<file path="src/rtl/regfile_seq_pkg.sv">
// Shared types and defaults for the register-file sequencer: opcodes, FSM states
// and default widths.
package regfile_seq_pkg;

  localparam int DATA_W_DEF = 8;
  localparam int ADDR_W_DEF = 1;

  typedef enum logic [1:0] {
    OP_LOAD = 2'b00,
    OP_ADD  = 2'b01,
    OP_SUB  = 2'b10,
    OP_READ = 2'b11
  } op_e;

  typedef enum logic [1:0] {
    IDLE = 2'b00,
    EXEC = 2'b01,
    RESP = 2'b10
  } state_e;

endpackage

</file>
<file path="src/rtl/regfile_seq_if.sv">
// Command and response valid/ready channels between the control logic (master)
// and the register-file sequencer (slave).
interface regfile_seq_if
  import regfile_seq_pkg::*;
#(
  parameter int DATA_W = DATA_W_DEF,
  parameter int ADDR_W = ADDR_W_DEF
) ();

  logic              cmd_valid;
  logic              cmd_ready;
  op_e               cmd_op;
  logic [ADDR_W-1:0] cmd_rd;
  logic [ADDR_W-1:0] cmd_rs1;
  logic [ADDR_W-1:0] cmd_rs2;
  logic [DATA_W-1:0] cmd_imm;

  logic              rsp_valid;
  logic              rsp_ready;
  logic [DATA_W-1:0] rsp_data;
  logic              rsp_err;

  modport master (
    output cmd_valid, cmd_op, cmd_rd, cmd_rs1, cmd_rs2, cmd_imm, rsp_ready,
    input  cmd_ready, rsp_valid, rsp_data, rsp_err
  );

  modport slave (
    input  cmd_valid, cmd_op, cmd_rd, cmd_rs1, cmd_rs2, cmd_imm, rsp_ready,
    output cmd_ready, rsp_valid, rsp_data, rsp_err
  );

endinterface

</file>
<file path="src/rtl/regfile_seq_alu.sv">
// Combinational result/write/error decode for one sequencer command.
// SUB is executed only when REGFILE_SEQ_SUB_EN is defined; otherwise it is rejected.
module regfile_seq_alu
  import regfile_seq_pkg::*;
#(
  parameter int DATA_W = DATA_W_DEF
) (
  input  op_e               op,
  input  logic [DATA_W-1:0] a,
  input  logic [DATA_W-1:0] b,
  input  logic [DATA_W-1:0] imm,
  output logic [DATA_W-1:0] result,
  output logic              write,
  output logic              err
);

  always_comb begin
    // NOTE: every output gets a default before the case so no path leaves one unassigned (no latch).
    result = '0;
    write  = 1'b0;
    err    = 1'b0;
    unique case (op)
      OP_LOAD: begin
        result = imm;
        write  = 1'b1;
      end
      OP_ADD: begin
        result = a + b;
        write  = 1'b1;
      end
      OP_SUB: begin
`ifdef REGFILE_SEQ_SUB_EN
        result = a - b;
        write  = 1'b1;
`else
        err    = 1'b1;
`endif
      end
      OP_READ: result = a;
      default: ;
    endcase
  end

endmodule

</file>
<file path="src/rtl/regfile_sequencer.sv">
// Command-driven initiator for a 2-entry register file: IDLE -> EXEC -> RESP per command.
// Build option: REGFILE_SEQ_SUB_EN enables the SUB opcode (illegal when undefined).
module regfile_sequencer
  import regfile_seq_pkg::*;
#(
  parameter int DATA_W = DATA_W_DEF,
  parameter int ADDR_W = ADDR_W_DEF
) (
  input  logic              clock,
  input  logic              reset,
  regfile_seq_if.slave      bus,
  output logic [ADDR_W-1:0] rf_read_register1,
  output logic [ADDR_W-1:0] rf_read_register2,
  input  logic [DATA_W-1:0] rf_read_data1,
  input  logic [DATA_W-1:0] rf_read_data2,
  output logic              rf_write_enable,
  output logic [ADDR_W-1:0] rf_write_register,
  output logic [DATA_W-1:0] rf_write_data
);

  state_e            state, state_next;
  op_e               op_q;
  logic [ADDR_W-1:0] rd_q, rs1_q, rs2_q;
  logic [DATA_W-1:0] imm_q;
  logic [DATA_W-1:0] rsp_data_q;
  logic              rsp_err_q;

  logic              cmd_ready_c, rsp_valid_c, exec_active;
  logic [DATA_W-1:0] alu_result;
  logic              alu_write, alu_err;
  logic              do_write;

  // NOTE: sequential state uses non-blocking assignments so every register samples pre-edge values.
  always_ff @(posedge clock) begin
    if (reset) state <= IDLE;
    else       state <= state_next;
  end

  always_comb begin
    state_next  = state;
    cmd_ready_c = 1'b0;
    rsp_valid_c = 1'b0;
    exec_active = 1'b0;
    unique case (state)
      IDLE: begin
        cmd_ready_c = !reset;
        if (bus.cmd_valid && cmd_ready_c) state_next = EXEC;
      end
      EXEC: begin
        exec_active = !reset;
        state_next  = RESP;
      end
      RESP: begin
        rsp_valid_c = !reset;
        if (bus.rsp_ready) state_next = IDLE;
      end
      default: state_next = IDLE;
    endcase
  end

  // NOTE: the command holding registers are not reset; they are only consulted in EXEC, after a load.
  always_ff @(posedge clock) begin
    if (bus.cmd_valid && cmd_ready_c) begin
      op_q  <= bus.cmd_op;
      rd_q  <= bus.cmd_rd;
      rs1_q <= bus.cmd_rs1;
      rs2_q <= bus.cmd_rs2;
      imm_q <= bus.cmd_imm;
    end
  end

  regfile_seq_alu #(.DATA_W(DATA_W)) u_alu (
    .op     (op_q),
    .a      (rf_read_data1),
    .b      (rf_read_data2),
    .imm    (imm_q),
    .result (alu_result),
    .write  (alu_write),
    .err    (alu_err)
  );

  // Response is captured at the end of EXEC and held until the consumer takes it.
  always_ff @(posedge clock) begin
    if (reset) begin
      rsp_data_q <= '0;
      rsp_err_q  <= 1'b0;
    end else if (exec_active) begin
      rsp_data_q <= alu_result;
      rsp_err_q  <= alu_err;
    end
  end

  assign do_write          = exec_active && alu_write;
  assign rf_read_register1 = exec_active ? rs1_q : '0;
  assign rf_read_register2 = exec_active ? rs2_q : '0;
  assign rf_write_enable   = do_write;
  assign rf_write_register = do_write ? rd_q : '0;
  assign rf_write_data     = do_write ? alu_result : '0;

  assign bus.cmd_ready = cmd_ready_c;
  assign bus.rsp_valid = rsp_valid_c;
  assign bus.rsp_data  = rsp_data_q;
  assign bus.rsp_err   = rsp_err_q;

endmodule

</file>
<file path="src/flat_wrapper.sv">
// flat-port wrapper written by rule: the top's interface ports become plain ports
module regfile_sequencer_flat import regfile_seq_pkg::*;
#(
  parameter int DATA_W = DATA_W_DEF,
  parameter int ADDR_W = ADDR_W_DEF
)
  (clock, reset, rf_read_register1, rf_read_register2, rf_read_data1, rf_read_data2, rf_write_enable, rf_write_register, rf_write_data, bus_cmd_valid, bus_cmd_op, bus_cmd_rd, bus_cmd_rs1, bus_cmd_rs2, bus_cmd_imm, bus_rsp_ready, bus_cmd_ready, bus_rsp_valid, bus_rsp_data, bus_rsp_err);
  regfile_seq_if #(.DATA_W(DATA_W), .ADDR_W(ADDR_W)) bus_i ();
  input  logic clock;
  input  logic reset;
  output logic [ADDR_W-1:0] rf_read_register1;
  output logic [ADDR_W-1:0] rf_read_register2;
  input  logic [DATA_W-1:0] rf_read_data1;
  input  logic [DATA_W-1:0] rf_read_data2;
  output logic rf_write_enable;
  output logic [ADDR_W-1:0] rf_write_register;
  output logic [DATA_W-1:0] rf_write_data;
  input wire logic [$bits(bus_i.cmd_valid)-1:0] bus_cmd_valid;
  input wire logic [$bits(bus_i.cmd_op)-1:0] bus_cmd_op;
  input wire logic [$bits(bus_i.cmd_rd)-1:0] bus_cmd_rd;
  input wire logic [$bits(bus_i.cmd_rs1)-1:0] bus_cmd_rs1;
  input wire logic [$bits(bus_i.cmd_rs2)-1:0] bus_cmd_rs2;
  input wire logic [$bits(bus_i.cmd_imm)-1:0] bus_cmd_imm;
  input wire logic [$bits(bus_i.rsp_ready)-1:0] bus_rsp_ready;
  output wire logic [$bits(bus_i.cmd_ready)-1:0] bus_cmd_ready;
  output wire logic [$bits(bus_i.rsp_valid)-1:0] bus_rsp_valid;
  output wire logic [$bits(bus_i.rsp_data)-1:0] bus_rsp_data;
  output wire logic [$bits(bus_i.rsp_err)-1:0] bus_rsp_err;
  assign bus_i.cmd_valid = bus_cmd_valid;
  assign bus_i.cmd_op = bus_cmd_op;
  assign bus_i.cmd_rd = bus_cmd_rd;
  assign bus_i.cmd_rs1 = bus_cmd_rs1;
  assign bus_i.cmd_rs2 = bus_cmd_rs2;
  assign bus_i.cmd_imm = bus_cmd_imm;
  assign bus_i.rsp_ready = bus_rsp_ready;
  assign bus_cmd_ready = bus_i.cmd_ready;
  assign bus_rsp_valid = bus_i.rsp_valid;
  assign bus_rsp_data = bus_i.rsp_data;
  assign bus_rsp_err = bus_i.rsp_err;
  regfile_sequencer #(.DATA_W(DATA_W), .ADDR_W(ADDR_W)) u_core (.clock(clock), .reset(reset), .bus(bus_i), .rf_read_register1(rf_read_register1), .rf_read_register2(rf_read_register2), .rf_read_data1(rf_read_data1), .rf_read_data2(rf_read_data2), .rf_write_enable(rf_write_enable), .rf_write_register(rf_write_register), .rf_write_data(rf_write_data));
endmodule
</file>
<file path="config.mk">
export PLATFORM = sky130hd
export DESIGN_NAME = regfile_sequencer_flat
export DESIGN_NICKNAME = d
export VERILOG_FILES = /design/src/rtl/regfile_seq_pkg.sv /design/src/rtl/regfile_seq_if.sv /design/src/rtl/regfile_seq_alu.sv /design/src/rtl/regfile_sequencer.sv /design/src/flat_wrapper.sv
export SDC_FILE = /design/constraint.sdc
export NUM_CORES = 1
export LEC_CHECK = 0
export CORE_ASPECT_RATIO = 0.8
export CORE_MARGIN = 5
export CORE_UTILIZATION = 40
export DETAILED_ROUTE_END_ITERATION = 8
export GPL_TIMING_DRIVEN = 0
export PLACE_DENSITY = 0.87
export SETUP_SLACK_MARGIN = 0.15
export SKIP_LAST_GASP = 1
export SLEW_MARGIN = 20
export SYNTH_ARGS = -nofsm -noshare
export SYNTH_HDL_FRONTEND = slang
export SYNTH_HIERARCHICAL = 1
export SYNTH_SLANG_ARGS = --single-unit
</file>
<file path="constraint.sdc">
create_clock -name clock -period 3.7 [get_ports clock]
set_clock_uncertainty 0.05 [all_clocks]
set_input_delay 1.11 -clock clock [delete_from_list [all_inputs] [get_ports clock]]
set_output_delay 1.11 -clock clock [all_outputs]
set_load 0.005 [all_outputs]
</file>
# After elaboration in Yosys (flattened, before gate mapping)
# Cells that the tools add are included.
[op_classes] eq_ne=7 n_mux=13 n_reduce_logical=8 add_sub_neg=1
[op_table] operator="8-bit case mux with 3 select lines" n=1
[op_table] operator="8-bit adder" n=1
[op_table] operator="1-bit two-way mux" n=8
[op_table] operator="8-bit two-way mux" n=1
[op_table] operator="2-bit equality test, second input constant" n=3
[op_table] operator="2-bit case mux with 3 select lines" n=1
[op_table] operator="2-bit by 1-bit equality test with 1-bit output, second input constant" n=2
[op_table] operator="2-bit logical NOT" n=2
[op_table] operator="2-bit two-way mux" n=2
[op_table] operator="1-bit logical AND" n=3
[op_table] operator="2-bit by 1-bit inequality test with 1-bit output, second input constant" n=1
[op_table] operator="2-bit inequality test, second input constant" n=1
[op_table] operator="2-bit AND reduction" n=1
[op_table] operator="2-bit OR reduction" n=1
[op_table] operator="1-bit logical NOT" n=1
[word_totals] reg_bits=24 in_bits=33 wordCells=37 out_inout_bits=23

# Depth between registers and ports, before layout
# Gate-level depths: netlist of the first run.
[depth] ltp_word=5 depth_mapped=9 depth_no_buf=9

# Cells and area by module
# Netlist of the first run, hierarchy kept.
[modules_own_cells] module="regfile_sequencer" area_each_um2=1022.2 cells_each=76 seq_area_each_um2=610.6 instances=1
[modules_own_cells] module="regfile_seq_alu" area_each_um2=474.2 cells_each=63 seq_area_each_um2=0.0 instances=1

# Worst setup path after synthesis of the first run
# No wires, ideal clock.
[synth_path] path_kind="input-to-output" from="in rf_read_data1[0]" to="out rf_write_data[4]" arrival_time_ns=2.640 path_stages=8 n_path_buf=0 required_time_ns=2.540 setup_slack_ns=-0.100 cell_sequence="ha_1 > fa_1 > a21o_1 > a21oi_1 > xor2_1 > o21ai_1 > a22o_1 > and2_4"
[synth_between] elab_chain_cells=3
[synth_lines] item="start: declaration" line="flat_wrapper.sv:13" rtl="input logic [DATA_W-1:0] rf_read_data1;"
[synth_lines] item="8-bit adder" line="regfile_seq_alu.sv:28" rtl="result = a + b;"
[synth_lines] item="8-bit case mux with 3 select lines" line="regfile_seq_alu.sv:22" rtl="unique case (op)"
[synth_lines] item="via u_core.alu_result[4]" line="regfile_sequencer.sv:29" rtl="logic [DATA_W-1:0] alu_result;"
[synth_lines] item="8-bit two-way mux" line="regfile_sequencer.sv:98" rtl="assign rf_write_data = do_write ? alu_result : '0;"
[synth_lines] item="end: declaration" line="flat_wrapper.sv:17" rtl="output logic [DATA_W-1:0] rf_write_data;"
# The timed path passes the listed nets, and every way through them passes these cells.

# Final worst setup path of the first run
[layout_path] from="in rf_read_data1[0]" to="out rf_write_data[6]"
# Same word-level chain as after synthesis.

==> results of run 1 <==
## power breakdown
part / switching [µW] / total (µW) / leakage [µW] / internal [µW]
combinational: 94.7 / 235 / 0.000802 / 140
sequential: 5.85 / 299 / 0.000210 / 294
clock: 77.5 / 152 / 0.0000231 / 74.0
## placed cells by master, fill, tap and decap left out, drive strengths merged, types with 7 or more instances in the layout
master / instances
ha: 7
o21ai: 16
edfxtp: 13
clkdlybuf4s50: 32
nand4bb: 9
a21oi: 7
dfxtp: 11
and2: 12
buf: 51
nand2b: 9
## area by class of cell
class	count	area, µm²	share of cell area, %
clock buffer	3	41.29	1.629
multi-input combinational	106	985.9	38.89
inverter	1	3.754	0.1481
tap	42	52.55	2.073
buffer	8	52.55	2.073
timing repair buffer	86	784.5	30.95
sequential	24	610.6	24.09
clock inverter	1	3.754	0.1481
## path summary, 6_finish.rpt
path,startpoint,to
hold / removal,u_core/bus.rsp_data[2],u_core/bus.rsp_data[2]
setup reg to reg,u_core/op_q[1],u_core/bus.rsp_data[5]
hold reg to reg,u_core/bus.rsp_data[2],u_core/bus.rsp_data[2]
setup / recovery,rf_read_data1[0],rf_write_data[6]
## registers in the layout, summed over array words and instances (netlist names)
| signal | flops |
|---|---|
| u_core/rs1_q | 1 |
| u_core/op_q | 2 |
| u_core/state | 2 |
| u_core/rd_q | 1 |
| u_core/bus.rsp_err | 1 |
| u_core/rs2_q | 1 |
| u_core/imm_q | 8 |
| u_core/bus.rsp_data | 8 |
## kinds of logic after synthesis
family	after synthesis	share of synthesized area, %
muxes	3	2.508
xor gates and xnor gates	5	2.927
DFF	24	40.80
adders and majority gates	8	7.190
AOI/OAI and AO/OA	35	14.71
and+or+nand+nor	55	28.09
buffers and inverters	9	3.762
## per-layer routing
metal	track usage, %	wire [µm]
met4	3.930	62
met3	3.878	250
met5	0	0
met1	23.10	1903
met2	36.32	2395
## metrics by stage
| stage | TNS [ns] | total power, µW |
|---|---|---|
| floorplan | 0 | 398.0 |
| global placement | -6.650 | 466.2 |
| detailed placement | -7.022 | 473.2 |
| CTS | -0.9660 | 677.5 |
| global route | -1.519 | 719.9 |
| finish | -1.107 | 685.7 |
## what timing repair did
| action | 4_1_cts | 5_1_grt |
|---|---|---|
| setup endpoints to repair | 14 | 9 |
| resized for setup | 96 | 1 |
| hold buffers | 0 | 0 |
| pin swaps | 34 | 10 |
| buffers inserted | 30 | 1 |
## critical path, stage by stage
cell     delay, ns
buf_8         0.10
ha_4          0.15
fa_2          0.36
a21o_1        0.21
a21oi_2       0.16
buf_4         0.13
o21ai_2       0.05
xnor2_1       0.13
o21ai_1       0.18
and2_4        0.17
buf_6         0.09
==> flow_summary.toml, run 1 <==
[die]
initial_utilization_pct = 42.53
dieArea_um2 = 5072
num_rows = 19
fp.dieW_um = 78.39
ios = 56
die_h_um = 64.71
core_um2 = 3518

[place]
dp.cells = 236
io_buffers = 55
dp_slack_ns = -1.076
routabilityCongestion = 0.8118
dpl.hpwl_um = 3126
post_dp_cell_area_um2 = 2181

[cells_and_area]
nFillCells = 233
fin_cells = 271
diodes = 0
final_area_um2 = 2535
layout-drive-gt1-share_pct = 38.43
fin_nets = 271
fin_util_pct = 72.05
area_delta_synth_final_pct = 69.40

[timing]
min_period_over_period_pct = 108.4
fin_crit_ns = 4.010
tightestPinTransition_ns = 0.5860
whs_ns = 0.4220
max_slew_margin_pct = 60.93
setup_ws_ns = -0.3103
hold_viol = 0
setup_viol = 5
rsz0062_at_grt = "yes"
drv_slew = 0
fmax_ghz = 0.2494

[yosys]
ys.flop_type = "edfxtp_1"
synth_cells = 139
synth-edff-count = 13
yosys-top-cells-area = "edfxtp_1, dfxtp_1, nand4bb_1"
synth_cell_type_count = 42
synthTopCellsByCount = "o21ai_1, edfxtp_1, dfxtp_1"
syn_area_per_cell_um2 = 10.77
syn-cell-area_um2 = 1496
synth_most_common_cell = "o21ai_1"
yosys_warnings = 6
syn-num-nets = 180
synth_area_leader_cell = "edfxtp_1"
seq_area_frac_synth_pct = 40.80
ys_ff_latch = 24
ys_async_sr_fraction_pct = 0
synth_top_area_share_pct = 26.09

[route]
viasPerCell = 5.347
drc = 0
vias = 1449
wire_per_inst_um = 17.02
wirelength_um = 4613
ant_nets = 0
first_iter_violations = 70
first_pass_iters = 4

[worst_setup_path]
worst-setup-path-type = "in -> out"
cp_data_required_time_ns = 2.54
end_kind = "output pin"
reg2reg_depth = 18
cp_max_fo = 2
reg2reg_slack_ns = 0.82
critical_path_arrival_ns = 2.85
critPathLaunchType = "input port"

[clock_tree]
cts_root_buf = "clkbuf_8"
cts_buffers = 3
cts_buffer_depth = 2
clkTransAtPathRegs_ns = 0.08
cts_tree = "done"
htree_levels = 1
clk_latency_ns = 0.26
clkSinkCount = 24

[worst_hold_path]
hold_depth = 2
hold_path_class = "reg -> reg"

[global_route]
grt_usage_pct = 19.37
grt-ovfl-total = 0
grt_pass1_vias = 1589
grt_first_pass_wirelength_um = 7728
grt_max_degree = 14
antenna_found_initial = 0

[status]
status = "finished, violations left"
violations = "setup timing"

[run]
maxCapViolations = 0

[power_and_ir_drop]
p_leak_uw = 0.001036
power.density_nw_per_um2 = 270.5
vdd_drop_max_uv = 259.0
No activity file was read; power rests on OpenSTA's default activity.
==> run 2: changes to the inputs <==
--- a/config.mk
+++ b/config.mk
@@ -5,6 +5,7 @@
 export SDC_FILE = /design/constraint.sdc
 export NUM_CORES = 1
 export LEC_CHECK = 0
+export ABC_CLOCK_PERIOD_IN_PS = 3700
 export CORE_ASPECT_RATIO = 0.8
 export CORE_MARGIN = 5
 export CORE_UTILIZATION = 40
==> results of run 2 <==
Final layout, timing and power as in run 1 (identical DEF).
==> run 3: changes to the inputs <==
--- a/config.mk
+++ b/config.mk
@@ -5,13 +5,13 @@
 export SDC_FILE = /design/constraint.sdc
 export NUM_CORES = 1
 export LEC_CHECK = 0
-export ABC_CLOCK_PERIOD_IN_PS = 3700
+export ABC_CLOCK_PERIOD_IN_PS = 3900
 export CORE_ASPECT_RATIO = 0.8
 export CORE_MARGIN = 5
-export CORE_UTILIZATION = 40
+export CORE_UTILIZATION = 44
 export DETAILED_ROUTE_END_ITERATION = 8
 export GPL_TIMING_DRIVEN = 0
-export PLACE_DENSITY = 0.87
+export PLACE_DENSITY = 0.91
 export SETUP_SLACK_MARGIN = 0.15
 export SKIP_LAST_GASP = 1
 export SLEW_MARGIN = 20
==> constraint.sdc (replaced) <==
create_clock -name clock -period 3.9 [get_ports clock]
set_clock_uncertainty 0.05 [all_clocks]
set_input_delay 1.17 -clock clock [delete_from_list [all_inputs] [get_ports clock]]
set_output_delay 1.17 -clock clock [all_outputs]
set_load 0.005 [all_outputs]
==> flow_summary.toml, run 3 (synthesized netlist as in run 1, its figures left out) <==
[place]
routabilityCongestion = 0.8064
dp.cells = 236
dpl.hpwl_um = 2939
io_buffers = 55

[worst_setup_path]
worst-setup-path-type = "in -> out"
critical_path_arrival_ns = 2.95
end_kind = "output pin"
cp_data_required_time_ns = 2.68
critPathLaunchType = "input port"
cp_max_fo = 2

[clock_tree]
cts_hold_buf = 0
htree_levels = 1
clk_latency_ns = 0.26
cts_tree = "done"
cts_buffers = 3
cts_buffer_depth = 2
clkTransAtPathRegs_ns = 0.08
clkSinkCount = 24
cts_root_buf = "clkbuf_8"

[die]
ios = 56
num_rows = 19
fp.dieW_um = 75.20
core_um2 = 3352
dieArea_um2 = 4674
die_h_um = 62.16
initial_utilization_pct = 44.64

[global_route]
grt_usage_pct = 21.37
met1_usage_pct = 23.82
grt_pass1_vias = 1646
grt_max_degree = 14
grt_busiest_layer = "met2"
globalRouteMet3Util_pct = 5.806
grt-ovfl-total = 0
antenna_found_initial = 0
grt_first_pass_wirelength_um = 7624
gr-usage-met2_pct = 35.76

[timing]
setup_ws_ns = -0.2669
min_period_over_period_pct = 106.8
rsz0062_at_grt = "yes"
fmax_ghz = 0.2400
whs_ns = 0.4233
fin_setup_tns_ns = -0.8632
setup_viol = 4
max_slew_margin_pct = 59.87
hold_viol = 0
drv_slew = 0
tightestPinTransition_ns = 0.6020
fin_crit_ns = 4.167

[cells_and_area]
diodes = 0
final_common_cell = "buf_4"
fin_nets = 273
area_delta_synth_final_pct = 68.31
mostFrequentLayoutCells = "buf_4, clkdlybuf4s50_1, o21ai_1"
layout-drive-gt1-share_pct = 41.99
nFillCells = 235
fin_cells = 273

[route]
vias = 1480
first_pass_iters = 4
viasPerCell = 5.421
wirelength_um = 4619
ant_nets = 0
first_iter_violations = 69
wire_per_inst_um = 16.92
drc = 0

[power_and_ir_drop]
p_leak_uw = 0.001038
vdd_drop_max_uv = 279.8
power.density_nw_per_um2 = 259.6

[worst_hold_path]
hold_path_class = "reg -> reg"

[status]
violations = "setup timing"
status = "finished, violations left"

[run]
maxCapViolations = 0
run 3: what timing repair did:
item | in CTS | in global routing
pin swaps | 32 | 16
endpoints found under the setup margin | 14 | 11
cloned | 0 | 0
resized for setup | 98 | 9
buffers inserted | 31 | 2
run 3: per-stage QoR:
step	worst slack, ns	instance area (µm²)	total power, µW	utilization (%)
after global placement	-0.9552	2165	439.3	64.58
final	-0.2669	2519	653.7	75.14
after global routing	-0.3553	2519	687.2	75.14
after floorplan	0.1656	1562	375.1	-
after CTS	-0.2524	2497	645.8	74.51
after detailed placement	-0.9540	2165	444.2	64.58
run 3: worst max-delay path: stages:
cell	delay (ns)
buf_6	0.10
ha_4	0.15
fa_2	0.34
a21o_1	0.18
a21oi_2	0.17
buf_4	0.14
buf_6	0.08
o21ai_2	0.04
xnor2_1	0.14
o21ai_1	0.18
and2_4	0.18
buf_6	0.08
run 3: power breakdown:
part / total [µW] / switching [µW] / internal [µW]
combinational: 224 / 91.5 / 133
clock: 145 / 74.7 / 70.4
sequential: 284 / 5.89 / 279
run 3: area by class of cell:
class | count | area [µm²] | share of cell area, %
Sequential cell | 24 | 610.6 | 24.24
Clock inverter | 1 | 3.754 | 0.1490
Buffer | 8 | 52.55 | 2.086
Tap cell | 42 | 52.55 | 2.086
Multi-Input combinational cell | 106 | 994.7 | 39.49
Timing Repair Buffer | 88 | 759.5 | 30.15
Clock buffer | 3 | 41.29 | 1.639
Inverter | 1 | 3.754 | 0.1490
run 3: per-layer routing:
| layer | vias to the layer above | part of all wire [%] |
|---|---|---|
| met1 | 700 | 37 |
| met2 | 61 | 51 |
| li1 | 696 | - |
| met5 | - | 0 |
| met3 | 23 | 7.1 |
| met4 | 0 | 5.0 |
run 3: path summary, 6_finish.rpt:
| kind | start | endpoint | slack (ns) | cells past startpoint |
|---|---|---|---|---|
| max | rf_read_data1[0] | rf_write_data[6] | -0.27 | 12 |
| max reg2reg | u_core/op_q[1] | u_core/bus.rsp_data[5] | 0.93 | 19 |
| min reg2reg | u_core/bus.rsp_data[0] | u_core/bus.rsp_data[0] | 0.42 | 2 |
| min | u_core/bus.rsp_data[0] | u_core/bus.rsp_data[0] | 0.42 | 2 |
